`src/rtl/bt_pkg.sv`:
```
// Shared definitions for the Bluetooth UART transmit and receive blocks:
// state encoding, oversampling ratio and the baud tick divider formula.
package bt_pkg;

  localparam int unsigned OVERSAMPLE = 16;

  localparam logic [2:0] IDLE   = 3'd0;
  localparam logic [2:0] START  = 3'd1;
  localparam logic [2:0] DATA   = 3'd2;
  localparam logic [2:0] PARITY = 3'd3;
  localparam logic [2:0] STOP   = 3'd4;

  typedef enum logic [2:0] {
    StIdle   = IDLE,
    StStart  = START,
    StData   = DATA,
    StParity = PARITY,
    StStop   = STOP
  } bt_state_e;

  // Last value of the oversampling tick counter; one tick per 1/16 bit.
  function automatic int unsigned tick_max(input int unsigned clk_freq,
                                           input int unsigned baud_rate);
    return clk_freq / (baud_rate * OVERSAMPLE) - 1;
  endfunction

endpackage

```
`src/rtl/bt_baud_tick.sv`:
```
// 16x oversampling tick generator with synchronous clear, shared by the
// Bluetooth UART transmitter and receiver.
module bt_baud_tick
  import bt_pkg::*;
#(
  parameter int unsigned CLK_FREQ  = 50000000,
  parameter int unsigned BAUD_RATE = 9600
) (
  input  logic clk,
  input  logic reset,
  input  logic clear,
  output logic tick
);

  localparam logic [15:0] TickMax = 16'(tick_max(CLK_FREQ, BAUD_RATE));

  logic [15:0] cnt_q, cnt_d;

  assign tick = (cnt_q == TickMax);

  always_comb begin
    cnt_d = tick ? 16'd0 : cnt_q + 16'd1;
    if (clear) cnt_d = 16'd0;
  end

  always_ff @(posedge clk) begin
    if (reset) cnt_q <= 16'd0;
    else       cnt_q <= cnt_d;
  end

endmodule

```
`src/rtl/bt_rx.sv`:
```
// Bluetooth UART receiver: 8N1 frames, 16x oversampling, mid-bit sampling.
// Define BT_RX_PARITY_EN to receive 8E1 frames instead.
module bt_rx
  import bt_pkg::*;
#(
  parameter int unsigned CLK_FREQ  = 50000000,
  parameter int unsigned BAUD_RATE = 9600
) (
  input  logic       clk,
  input  logic       reset,
  input  logic       rx,
  output logic [7:0] data_out,
  output logic       data_valid,
  output logic       busy,
  output logic       frame_error
);

  logic rx_s1, rx_s2, rx_prev;
  logic tick, tick_clear;

  bt_state_e   state_q, state_d;
  logic [3:0]  sample_cnt_q, sample_cnt_d;
  logic [2:0]  bit_cnt_q, bit_cnt_d;
  logic [7:0]  shift_q, shift_d;
  logic [7:0]  data_out_q, data_out_d;
  logic        data_valid_q, data_valid_d;
  logic        frame_error_q, frame_error_d;
  logic        frame_ok;
`ifdef BT_RX_PARITY_EN
  logic        parity_err_q, parity_err_d;
`endif

  bt_baud_tick #(
    .CLK_FREQ  (CLK_FREQ),
    .BAUD_RATE (BAUD_RATE)
  ) u_baud_tick (
    .clk   (clk),
    .reset (reset),
    .clear (tick_clear),
    .tick  (tick)
  );

`ifdef BT_RX_PARITY_EN
  assign frame_ok = rx_s2 & ~parity_err_q;
`else
  assign frame_ok = rx_s2;
`endif

  always_comb begin
    state_d       = state_q;
    sample_cnt_d  = tick ? sample_cnt_q + 4'd1 : sample_cnt_q;
    bit_cnt_d     = bit_cnt_q;
    shift_d       = shift_q;
    data_out_d    = data_out_q;
    data_valid_d  = 1'b0;
    frame_error_d = 1'b0;
    tick_clear    = 1'b0;
`ifdef BT_RX_PARITY_EN
    parity_err_d  = parity_err_q;
`endif

    case (state_q)
      StIdle: begin
        // Edge-triggered so a line stuck low cannot restart the receiver.
        if (rx_prev && !rx_s2) begin
          state_d      = StStart;
          sample_cnt_d = 4'd0;
          tick_clear   = 1'b1;
        end
      end
      StStart: begin
        if (tick && sample_cnt_q == 4'd7) begin
          if (!rx_s2) begin
            state_d      = StData;
            sample_cnt_d = 4'd0;
            bit_cnt_d    = 3'd0;
          end else begin
            state_d = StIdle;
          end
        end
      end
      StData: begin
        if (tick && sample_cnt_q == 4'd15) begin
          shift_d   = {rx_s2, shift_q[7:1]};
          bit_cnt_d = bit_cnt_q + 3'd1;
          if (bit_cnt_q == 3'd7) begin
`ifdef BT_RX_PARITY_EN
            state_d = StParity;
`else
            state_d = StStop;
`endif
          end
        end
      end
`ifdef BT_RX_PARITY_EN
      StParity: begin
        if (tick && sample_cnt_q == 4'd15) begin
          parity_err_d = rx_s2 ^ (^shift_q);
          state_d      = StStop;
        end
      end
`endif
      StStop: begin
        if (tick && sample_cnt_q == 4'd15) begin
          if (frame_ok) begin
            data_out_d   = shift_q;
            data_valid_d = 1'b1;
          end else begin
            frame_error_d = 1'b1;
          end
          state_d = StIdle;
        end
      end
      default: state_d = StIdle;
    endcase
  end

  always_ff @(posedge clk) begin
    if (reset) begin
      rx_s1         <= 1'b1;
      rx_s2         <= 1'b1;
      rx_prev       <= 1'b1;
      state_q       <= StIdle;
      sample_cnt_q  <= 4'd0;
      bit_cnt_q     <= 3'd0;
      shift_q       <= 8'h00;
      data_out_q    <= 8'h00;
      data_valid_q  <= 1'b0;
      frame_error_q <= 1'b0;
`ifdef BT_RX_PARITY_EN
      parity_err_q  <= 1'b0;
`endif
    end else begin
      rx_s1         <= rx;
      rx_s2         <= rx_s1;
      rx_prev       <= rx_s2;
      state_q       <= state_d;
      sample_cnt_q  <= sample_cnt_d;
      bit_cnt_q     <= bit_cnt_d;
      shift_q       <= shift_d;
      data_out_q    <= data_out_d;
      data_valid_q  <= data_valid_d;
      frame_error_q <= frame_error_d;
`ifdef BT_RX_PARITY_EN
      parity_err_q  <= parity_err_d;
`endif
    end
  end

  assign data_out    = data_out_q;
  assign data_valid  = data_valid_q;
  assign frame_error = frame_error_q;
  assign busy        = (state_q != StIdle);

endmodule

```
`config.mk`:
```
export PLATFORM = sky130hd
export DESIGN_NAME = bt_rx
export DESIGN_NICKNAME = d
export VERILOG_FILES = /design/src/rtl/bt_pkg.sv /design/src/rtl/bt_baud_tick.sv /design/src/rtl/bt_rx.sv
export SDC_FILE = /design/constraint.sdc
export NUM_CORES = 1
export LEC_CHECK = 0
export BUFFER_PORTS_ARGS = -buffer_cell sky130_fd_sc_hd__buf_2
export CORE_ASPECT_RATIO = 1.75
export CORE_UTILIZATION = 53
export CTS_CLUSTER_SIZE = 24
export DETAILED_ROUTE_END_ITERATION = 10
export PLACE_DENSITY = 0.82
export SLEW_MARGIN = 20
export SYNTH_ARGS = -nofsm -noshare
export SYNTH_HDL_FRONTEND = slang
export SYNTH_HIERARCHICAL = 1
export SYNTH_SLANG_ARGS = --single-unit
export TNS_END_PERCENT = 10
```
`constraint.sdc`:
```
create_clock -name clk -period 2.15 [get_ports clk]
set_clock_uncertainty 0.15 [all_clocks]
set_input_delay 0 -clock clk [delete_from_list [all_inputs] [get_ports clk]]
set_output_delay 0 -clock clk [all_outputs]
set_load 0.05 [all_outputs]
```
==> reports/qor.log, run 1 <==
[pwr] leakage power 0.887 nW
[synthesis] largest cells by area after synthesis dfxtp_1 (44%), nand2b_1 (7.0%), xnor2_1 (4.5%), mux2i_1 (4.2%), nor2_1 (3.5%)
[detailed_routing] first-pass detailed-route iteration total 4
[critical_path] Bufs and invs on worst path 5
[synthesis] ys flop type dfxtp_1
[placement] DP Wirelength 2.94 mm
[sta] post-layout minimum cycle time 2.11 ns
[floorplanning] die boundary height 86.3 um
[sta] part of the cycle the worst path needs 98.4%
[synthesis] count leader, synth dfxtp_1
[cells_and_area] Syn-to-layout area delta 16.9%
[detailed_routing] DRC 0
[synthesis] sequential cell area fraction in the yosys report 43.7%
[synthesis] synthesized flop and latch total 47
[global_routing] total global routing track utilization 22.9%
[critical_path] R2R Path End state_q[2]
[sta] unrepaired setup endpoints after global routing yes
[clock_network] source-to-sink clock delay at the later pin of the worst-skew pair 0.30 ns
[detailed_routing] remaining number of nets flagged by the antenna check after routing 0
[global_routing] initial antenna violation count 0
[status] result of the run complete, no violations
[sta] relative slew slack 60.3%
[critical_path] critical path arrival 2.13 ns
[critical_path] CP Data Required Time 2.17 ns
[critical_path] largest stage delay on the critical path 0.34 ns
[min_path] class of the worst hold path in -> reg
[placement] number of I/O port buffers 13
[min_path] sink of the worst hold path shift_q[5]
[floorplanning] count of standard-cell rows 30
[synthesis] top post-synthesis cells by count dfxtp_1 (47), nand2b_1 (24), nor2_1 (20)
[floorplanning] number of top-level pins 14
[synthesis] synthesized area 0.00215 mm^2
[critical_path] top fanout value on the critical path 4
[synthesis] cell accounting for the most synthesized area dfxtp_1
[clock_network] H-tree levels 2
[sta] Final Max Slew Viols 0
[critical_path] critical path, cell by cell inv_1, ha_1, and4bb_2, and4_4, nand4_1, buf_4, buf_4, buf_4, buf_4, nand2b_1, a211oi_1
[global_routing] maximum number of pins on one net before global-route repair 42
[critical_path] Critical Path Start Type flip-flop
[critical_path] cell class contributing the biggest share of worst-path delay simple AND/OR/NAND/NOR gates
[critical_path] category of the critical setup timing path reg -> reg
[cells_and_area] antenna diode instance count 0
[sta] fmax 0.473 GHz
[cells_and_area] final standard cell area without fillers 0.00252 mm^2
[pwr] cell area power density 682 mW/mm^2
[critical_path] cell depth of the worst flop-to-flop path 11
[cells_and_area] NumNets Final 266
[min_path] WHS Path Cells 2
[floorplanning] overall die area 0.00433 mm^2
[clock_network] TritonCTS buffer count 5
[placement] final estimated routing congestion in global placement 0.930
[sta] actual transition at the worst max-transition pin 0.590 ns
[min_path] Min-Delay Startpoint reset
[detailed_routing] routed wire length 4.46 mm
[floorplanning] starting utilization of the core area 55.7%
[detailed_routing] vias per cell 5.71
[floorplanning] Core Footprint 0.00387 mm^2
[synthesis] number of warnings issued by yosys 6
[sta] Setup-failing EPs final 0
[synthesis] number of instances in the synthesized netlist 233
[placement] placed cell areas 0.00228 mm^2
[synthesis] async set-reset flop share out of synthesis 0%
[cells_and_area] share of post-route cells with drive strength above 1 20.1%
[pwr] worst IR drop on VDD 0.596 mV
[synthesis] per-instance average area after synthesis 9.24 um^2
[clock_network] cell at the root of the clock tree clkbuf_8
[synthesis] number of distinct library cells after synthesis 40
[clock_network] clock tree from TritonCTS done
[detailed_routing] First DRT Iteration DRCs 48
[global_routing] remaining global-route overflow 0
[critical_path] cell with the largest stage delay on the worst path dfxtp_2
[critical_path] R2R Path Start u_baud_tick/cnt_q[1]
[global_routing] wire length of the first global-routing pass 7.53 mm
[critical_path] worst reg-to-reg setup slack 0.04 ns
[synthesis] Net Count, Synth 241
[synthesis] share of Yosys cell area claimed by the top area cell type 43.7%
[critical_path] library cell appearing most often on the critical path buf_4
[floorplanning] Die Span X 50.2 um
[pwr] total power consumption of the routed design 0.00172 W
[clock_network] CTS Buffer Depth 2
[critical_path] endpoint kind of the worst setup timing path flip-flop
[sta] final hold violation count 0
[clock_network] clk slew on worst S/H paths 0.09 ns
[synthesis] Post-synth EDFFs 0
[run] max-capacitance violation count 0
[detailed_routing] Avg WL per Cell 14.5 um
[global_routing] vias in the first global route 1684
[detailed_routing] DR vias 1753
[clock_network] clock sink total 47
[layout by cell type, fill, tap and decap left out, types with 2 or more instances in the layout]
cell | netlist | layout
a211oi_1 | 5 | 5
a21oi_1 | 8 | 8
buf_2 | 7 | 13
buf_4 | 1 | 19
bufinv_16 | 0 | 2
clkbuf_8 | 0 | 5
dfxtp_1 | 47 | 46
ha_1 | 5 | 5
inv_1 | 5 | 5
mux2i_1 | 9 | 9
nand2_1 | 5 | 5
nand2b_1 | 24 | 24
nand3_1 | 14 | 13
nand4_1 | 8 | 8
nor2_1 | 20 | 20
nor2b_1 | 4 | 4
nor3_1 | 8 | 7
nor4_1 | 6 | 6
o21ai_0 | 8 | 8
o21ai_1 | 3 | 3
o2bb2ai_1 | 2 | 2
or2_1 | 3 | 3
xnor2_1 | 11 | 11
xor2_1 | 6 | 6
[repair_timing]
item / in CTS / in global routing
hold buffers: 1 / 0
hold endpoints to repair: 1 / 0
setup endpoints to repair: 1 / 27
cloned: 1 / 0
pin swaps: 1 / 1
buffers inserted: 6 / 0
gates resized for setup: 5 / 5
[flip-flops by register name, summed over array words and instances, names as in the netlist]
register and flops:
rx_s1 1, state_q 3, rx_prev 1, frame_ok 1
sample_cnt_q 4, data_valid 1, u_baud_tick/cnt_q 16, bit_cnt_q 3
frame_error 1, shift_q 8, data_out 8
[per-layer routing]
| metal | vias up | track usage [%] | part of all wire (%) | wire, um |
|---|---|---|---|---|
| li1 | 861 | - | - | - |
| met4 | 0 | 12.5 | 3.7 | 167 |
| met5 | - | 0 | 0 | 0 |
| met3 | 15 | 5.26 | 2.7 | 121 |
| met2 | 46 | 42.8 | 56 | 2510 |
| met1 | 831 | 22.4 | 37 | 1670 |
[area by class of cell]
class	count	area (um^2)
clock buffers	5	68.8
flip-flops and latches	47	942
fillers	297	1350
multi-input cells	165	1130
well taps	48	60.1
clock inverters	3	67.6
repair buffers	34	229
inverters	5	18.8
[where the power goes]
part           leakage (nW)  internal (W)  switching, W
Sequential            0.380      0.000878    0.00000610
Combinational         0.443     0.0000278     0.0000393
Clock                0.0644      0.000464      0.000301
[logic make-up (layout without fill, tap and decap cells)]
logic type	after synthesis	count (layout)	synth area share, %
AND/OR/NAND/NOR	106	106	29.0
adder cells (fa/ha/maj)	5	5	2.91
AO/OA/AOI/OAI	28	28	8.02
XOR/XNOR	17	17	6.91
buffers and inverters	21	47	5.29
flip-flops	47	47	43.7
multiplexers	9	9	4.18
[metrics by stage]
step	hold slack [ns]	util (%)	worst slack, ns	TNS, ns	instances
6_report	0.0575	65.1	0.0350	0	307
5_1_grt	0.0889	65.1	-0.0280	-0.104	307
4_1_cts	0.0467	64.5	0.000848	0	307
3_5_place_dp	0.0375	59.0	0.0147	0	291
3_3_place_gp	0.0265	59.0	0.121	0	291
2_1_floorplan	-0.0529	-	0.116	0	233
[worst max-delay path by stage]
| stage | from | end | slack (ns) | cells after the start |
|---|---|---|---|---|
| floorplan | u_baud_tick/cnt_q[0] | data_out[0] | 0.12 | 9 |
| global placement | u_baud_tick/cnt_q[1] | data_out[3] | 0.12 | 8 |
| detailed placement | u_baud_tick/cnt_q[1] | data_out[2] | 0.01 | 8 |
| CTS | u_baud_tick/cnt_q[1] | data_out[2] | 0.0008 | 8 |
| global route | u_baud_tick/cnt_q[1] | data_out[2] | -0.03 | 8 |
| finish | u_baud_tick/cnt_q[1] | state_q[2] | 0.04 | 11 |
(Power assumes the default switching activity.)
==> inputs of run 2 (changes only) <==
--- a/config.mk
+++ b/config.mk
@@ -7,10 +7,10 @@
 export LEC_CHECK = 0
 export BUFFER_PORTS_ARGS = -buffer_cell sky130_fd_sc_hd__buf_2
 export CORE_ASPECT_RATIO = 1.75
-export CORE_UTILIZATION = 53
+export CORE_UTILIZATION = 59
 export CTS_CLUSTER_SIZE = 24
 export DETAILED_ROUTE_END_ITERATION = 10
-export PLACE_DENSITY = 0.82
+export PLACE_DENSITY = 0.86
 export SLEW_MARGIN = 20
 export SYNTH_ARGS = -nofsm -noshare
 export SYNTH_HDL_FRONTEND = slang
==> constraint.sdc (replaced) <==
create_clock -name clk -period 2.2 [get_ports clk]
set_clock_uncertainty 0.15 [all_clocks]
set_input_delay 0 -clock clk [delete_from_list [all_inputs] [get_ports clk]]
set_output_delay 0 -clock clk [all_outputs]
set_load 0.05 [all_outputs]
==> reports/qor.log, run 2 (same netlist as run 1, synthesis figures left out) <==
[status] result of the run complete, no violations
[cells_and_area] share of post-route cells with drive strength above 1 18.2%
[critical_path] category of the critical setup timing path reg -> reg
[cells_and_area] Reg with most FFs u_baud_tick/cnt_q
[clock_network] H-tree levels 2
[sta] final hold violation count 0
[sta] sum of negative setup slack 0 ns
[global_routing] vias in the first global route 1654
[floorplanning] Core Footprint 0.00343 mm^2
[clock_network] clock tree from TritonCTS done
[critical_path] Setup crit end data_out[2]
[cells_and_area] flip-flop count of the largest register, all copies and words added 16
[critical_path] critical path, cell by cell nor4_1, and4_4, nand4_1, nor4b_4, buf_4, mux2i_1
[critical_path] cell class contributing the biggest share of worst-path delay simple AND/OR/NAND/NOR gates
[sta] fmax 0.473 GHz
[critical_path] CP Data Required Time 2.30 ns
[global_routing] maximum number of pins on one net before global-route repair 42
[detailed_routing] first-pass detailed-route iteration total 5
[placement] number of I/O port buffers 13
[detailed_routing] vias per cell 5.61
[cells_and_area] antenna diode instance count 0
[clock_network] TritonCTS buffer count 5
[global_routing] wire length of the first global-routing pass 6.67 mm
[pwr] worst IR drop on VDD 0.533 mV
[pwr] cell area power density 648 mW/mm^2
[clock_network] CTS Buffer Depth 2
[run] max-capacitance violation count 0
[placement] DP Wirelength 2.69 mm
[floorplanning] Die Span X 47.7 um
[critical_path] Critical Path Start Type flip-flop
[clock_network] cell at the root of the clock tree clkbuf_8
[sta] part of the cycle the worst path needs 96.2%
[detailed_routing] remaining number of nets flagged by the antenna check after routing 0
[sta] post-layout minimum cycle time 2.12 ns
[global_routing] total global routing track utilization 23.6%
[cells_and_area] Filler Cell Count 276
[critical_path] top fanout value on the critical path 6
[critical_path] worst reg-to-reg setup slack 0.08 ns
[critical_path] critical path arrival 2.21 ns
[clock_network] source-to-sink clock delay at the later pin of the worst-skew pair 0.31 ns
[critical_path] R2R Path End data_out[2]
[pwr] leakage power 0.850 nW
[floorplanning] die boundary height 81.9 um
[detailed_routing] Avg WL per Cell 13.4 um
[critical_path] Bufs and invs on worst path 1
[cells_and_area] Sequential cell area 946 um^2
[sta] Final Max Slew Viols 0
[floorplanning] overall die area 0.00390 mm^2
[sta] relative slew slack 62.2%
[critical_path] launching element of the worst setup path u_baud_tick/cnt_q[11]
[floorplanning] number of top-level pins 14
[sta] actual transition at the worst max-transition pin 0.567 ns
[critical_path] Critical Path Stages 6
[global_routing] initial antenna violation count 0
[clock_network] clk slew on worst S/H paths 0.09 ns
[floorplanning] starting utilization of the core area 62.7%
[cells_and_area] most frequent cells in the layout dfxtp_1 (45), nand2b_1 (24), nor2_1 (20)
[critical_path] cell with the largest stage delay on the worst path nor4_1
[sta] unrepaired setup endpoints after global routing no
[detailed_routing] DR vias 1672
[clock_network] clock sink total 47
[critical_path] cell depth of the worst flop-to-flop path 6
[detailed_routing] First DRT Iteration DRCs 33
[floorplanning] count of standard-cell rows 28
[sta] Setup-failing EPs final 0
[detailed_routing] DRC 0
[min_path] class of the worst hold path in -> reg
[critical_path] endpoint kind of the worst setup timing path flip-flop
[critical_path] R2R Path Start u_baud_tick/cnt_q[11]
[sta] worst hold slack across all endpoints 0.0211 ns
[detailed_routing] routed wire length 3.98 mm
[critical_path] largest stage delay on the critical path 0.37 ns
[cells_and_area] Syn-to-layout area delta 12.8%
[cells_and_area] NumNets Final 260
[cells_and_area] area used by multi-input combinational logic 0.00111 mm^2
[placement] final estimated routing congestion in global placement 0.830
[global_routing] remaining global-route overflow 0
[cells_and_area] most common cell after layout, fill and taps aside dfxtp_1
==> run 2: timing repair <==
item                                   4_1_cts  5_1_grt
gates resized for setup                      0       10
buffers inserted                             0        3
setup endpoints to repair                    0       11
hold buffers                                 1        0
endpoints found under the hold margin        1        0
==> run 2: worst min-delay path by stage <==
stage	start	end	slack [ns]	cells after the start
finish	reset	data_valid	0.02	2
global route	reset	shift_q[7]	0.08	2
CTS	reset	data_valid	0.03	2
detailed placement	rx	rx_s1	0.03	2
global placement	rx	rx_s1	0.03	2
floorplan	rx	rx_s1	-0.05	1
==> run 2: cell type report <==
| class | instances | share of cell area (%) |
|---|---|---|
| inverter | 5 | 0.772 |
| timing repair buffer | 28 | 7.57 |
| clock buffer | 5 | 2.83 |
| tap | 45 | 2.32 |
| clock inverter | 3 | 1.91 |
| sequential | 47 | 38.9 |
| multi-input combinational | 165 | 45.7 |
==> run 2: stage by stage <==
stage	utilization, %	cells	setup slack, ns	total power [W]	area, um^2
2_1_floorplan	-	233	0.166	0.000933	2150
3_3_place_gp	65.7	285	0.143	0.000941	2250
3_5_place_dp	65.7	285	0.0642	0.000942	2250
4_1_cts	69.3	294	0.0590	0.00158	2380
5_1_grt	70.8	298	0.0141	0.00163	2430
6_report	70.8	298	0.0836	0.00157	2430
==> run 2: power by group <==
group | leakage, nW | switching [W] | internal (W)
Sequential | 0.381 | 0.00000993 | 0.000858
Combinational | 0.415 | 0.0000346 | 0.0000255
Clock | 0.0548 | 0.000304 | 0.000342
Total | 0.850 | 0.000349 | 0.00123
==> run 2: routing by layer <==
layer | up-vias | global-route usage, % | wire, um
li1 | 843 | - | -
met2 | 24 | 41.5 | 2180
met4 | 0 | 11.9 | 91
met3 | 8 | 5.27 | 103
met5 | - | 0 | 0
met1 | 797 | 24.8 | 1600
==> inputs of run 3 (changes only) <==
--- a/config.mk
+++ b/config.mk
@@ -5,6 +5,7 @@
 export SDC_FILE = /design/constraint.sdc
 export NUM_CORES = 1
 export LEC_CHECK = 0
+export ABC_AREA = 1
 export BUFFER_PORTS_ARGS = -buffer_cell sky130_fd_sc_hd__buf_2
 export CORE_ASPECT_RATIO = 1.75
 export CORE_UTILIZATION = 59
==> reports/qor.log, run 3 <==
[sta] Setup-failing EPs final 0
[pwr] leakage power 1.03 nW
[synthesis] share of Yosys cell area claimed by the top area cell type 43.5%
[floorplanning] Core Footprint 0.00343 mm^2
[clock_network] post-CTS setup buffers 0
[detailed_routing] DR vias 1774
[critical_path] top fanout value on the critical path 17
[status] result of the run complete, no violations
[critical_path] Critical Path Start Type flip-flop
[clock_network] CTS Buffer Depth 2
[floorplanning] count of standard-cell rows 28
[synthesis] count leader, synth nor2_1
[cells_and_area] most common cell after layout, fill and taps aside nor2_1
[sta] relative slew slack 65.0%
[sta] Final Max Slew Viols 0
[cells_and_area] Syn-to-layout area delta 10.1%
[cells_and_area] share of post-route cells with drive strength above 1 18.1%
[critical_path] endpoint kind of the worst setup timing path flip-flop
[synthesis] synthesized area 0.00216 mm^2
[floorplanning] Die Span X 47.8 um
[sta] actual transition at the worst max-transition pin 0.525 ns
[cells_and_area] Reg with most FFs u_baud_tick/cnt_q
[global_routing] initial antenna violation count 0
[clock_network] H-tree levels 2
[synthesis] top post-synthesis cells by count nor2_1 (48), dfxtp_1 (47), nand2_1 (38)
[detailed_routing] routed wire length 4.09 mm
[clock_network] clk slew on worst S/H paths 0.09 ns
[clock_network] TritonCTS buffer count 5
[critical_path] CP Data Required Time 2.25 ns
[critical_path] cell with the largest stage delay on the worst path dfxtp_1
[synthesis] Net Count, Synth 292
[global_routing] total global routing track utilization 23.2%
[synthesis] Post-synth EDFFs 0
[synthesis] sequential cell area fraction in the yosys report 43.5%
[synthesis] async set-reset flop share out of synthesis 0%
[placement] number of I/O port buffers 13
[critical_path] category of the critical setup timing path reg -> reg
[clock_network] clock sink total 47
[sta] sum of negative setup slack 0 ns
[floorplanning] overall die area 0.00392 mm^2
[run] max-capacitance violation count 0
[synthesis] largest cells by area after synthesis dfxtp_1 (43%), nor2_1 (8.3%), nand2_1 (6.6%), inv_1 (6.2%), o21ai_0 (4.4%)
[sta] post-layout minimum cycle time 1.99 ns
[detailed_routing] remaining number of nets flagged by the antenna check after routing 0
[synthesis] cell accounting for the most synthesized area dfxtp_1
[detailed_routing] DRC 0
[cells_and_area] most frequent cells in the layout nor2_1 (48), dfxtp_1 (47), nand2_1 (38)
[cells_and_area] flip-flop count of the largest register, all copies and words added 16
[detailed_routing] vias per cell 5.08
[global_routing] vias in the first global route 1644
[critical_path] Bufs and invs on worst path 2
[synthesis] number of warnings issued by yosys 6
[placement] dpl cells 338
[synthesis] synthesized flop and latch total 47
[global_routing] maximum number of pins on one net before global-route repair 22
[clock_network] clock tree from TritonCTS done
[detailed_routing] first-pass detailed-route iteration total 4
[sta] part of the cycle the worst path needs 90.6%
[sta] unrepaired setup endpoints after global routing yes
[critical_path] library cell appearing most often on the critical path inv_1
[clock_network] source-to-sink clock delay at the later pin of the worst-skew pair 0.30 ns
[placement] final estimated routing congestion in global placement 0.841
[cells_and_area] NumNets Final 311
[critical_path] cell class contributing the biggest share of worst-path delay simple AND/OR/NAND/NOR gates
[detailed_routing] First DRT Iteration DRCs 26
[sta] fmax 0.502 GHz
[cells_and_area] final cell count without fillers 349
[cells_and_area] antenna diode instance count 0
[synthesis] number of distinct library cells after synthesis 31
[global_routing] remaining global-route overflow 0
[synthesis] per-instance average area after synthesis 7.62 um^2
[global_routing] wire length of the first global-routing pass 6.49 mm
[synthesis] ys flop type dfxtp_1
[pwr] worst IR drop on VDD 0.687 mV
[pwr] cell area power density 706 mW/mm^2
[detailed_routing] Avg WL per Cell 11.7 um
[critical_path] critical path, cell by cell inv_1, ha_1, nand3_1, nor2_1, nand2_2, inv_1, nand3_2, nor2_2, nand3_4, o21ai_0, a21oi_1
[floorplanning] die boundary height 82.1 um
[min_path] class of the worst hold path reg -> reg
[clock_network] cell at the root of the clock tree clkbuf_8
[floorplanning] starting utilization of the core area 63.0%
[placement] DP Wirelength 2.99 mm
[sta] final hold violation count 0
[critical_path] critical path arrival 2.04 ns
[synthesis] number of instances in the synthesized netlist 284
[floorplanning] number of top-level pins 14
[critical_path] largest stage delay on the critical path 0.36 ns
## run 3: cell count changes after synthesis, sizes merged, moves of 8 or more
cell,delta
a21oi,+11
inv,+33
mux2i,-8
nand2,+41
nand2b,-24
nor2,+39
o21ai,+9
## run 3: cell families (layout without fill, tap and decap cells)
kind of cell | after synthesis | in the layout | synth area share, %
AOI/OAI and AO/OA | 41 | 41 | 10.2
xor gates and xnor gates | 9 | 9 | 3.64
adders and majority gates | 5 | 5 | 2.89
buffers and inverters | 44 | 64 | 9.02
DFF | 47 | 47 | 43.5
muxes | 1 | 1 | 0.462
and+or+nand+nor | 137 | 137 | 30.3
## run 3: per-stage QoR
step / total power [W] / setup WS (ns) / hold slack [ns] / util (%) / instance area (um^2)
after CTS: 0.00169 / 0.142 / 0.287 / 68.9 / 2370
after detailed placement: 0.00117 / 0.173 / 0.0386 / 65.5 / 2250
after global routing: 0.00176 / -0.0169 / 0.293 / 69.4 / 2380
final: 0.00168 / 0.207 / 0.283 / 69.4 / 2380
after global placement: 0.00117 / 0.255 / 0.0337 / 65.5 / 2250
after floorplan: 0.00113 / 0.381 / -0.0809 / - / 2160
## run 3: final timing paths
kind | cells after the start | slack, ns | end | startpoint
setup / recovery | 11 | 0.21 | data_out[4] | u_baud_tick/cnt_q[0]
hold / removal | 1 | 0.28 | frame_ok | rx_s1
setup reg to reg | 11 | 0.21 | data_out[4] | u_baud_tick/cnt_q[0]
hold reg to reg | 1 | 0.28 | frame_ok | rx_s1
## run 3: final cells by class
class | instances | area [um^2]
repair buffers | 18 | 110
clock buffers | 5 | 68.8
fillers | 306 | 1050
well taps | 45 | 56.3
inverters | 38 | 143
flip-flops and latches | 47 | 941
multi-input cells | 193 | 1040
clock inverters | 3 | 18.8
## run 3: timing repair
item | CTS | global route
hold buffers | 3 | 0
setup endpoints to repair | 0 | 14
hold endpoints to repair | 6 | 0
resized for setup | 0 | 2
## run 3: where the power goes
| group | switching [W] | total [W] | internal, W |
|---|---|---|---|
| Combinational | 0.000178 | 0.000262 | 0.0000833 |
| Clock | 0.000298 | 0.000522 | 0.000224 |
| Sequential | 0.0000271 | 0.000899 | 0.000872 |
| Total | 0.000503 | 0.00168 | 0.00118 |
## run 3: routing by layer
layer / vias to the layer above / routed length [um] / global-route usage (%)
met5: - / 0 / 0
met4: 0 / 114 / 12.8
met3: 12 / 98 / 5.22
met2: 22 / 2330 / 43.9
met1: 808 / 1540 / 20.7
li1: 932 / - / -
## run 3: worst register-to-register path, stage by stage, from the launching register on
cell and delay (ns):
dfxtp_1 0.36, inv_1 0.07, ha_1 0.14, nand3_1 0.07
nor2_1 0.12, nand2_2 0.09, inv_1 0.16, nand3_2 0.09
nor2_2 0.16, nand3_4 0.19, o21ai_0 0.22, a21oi_1 0.06
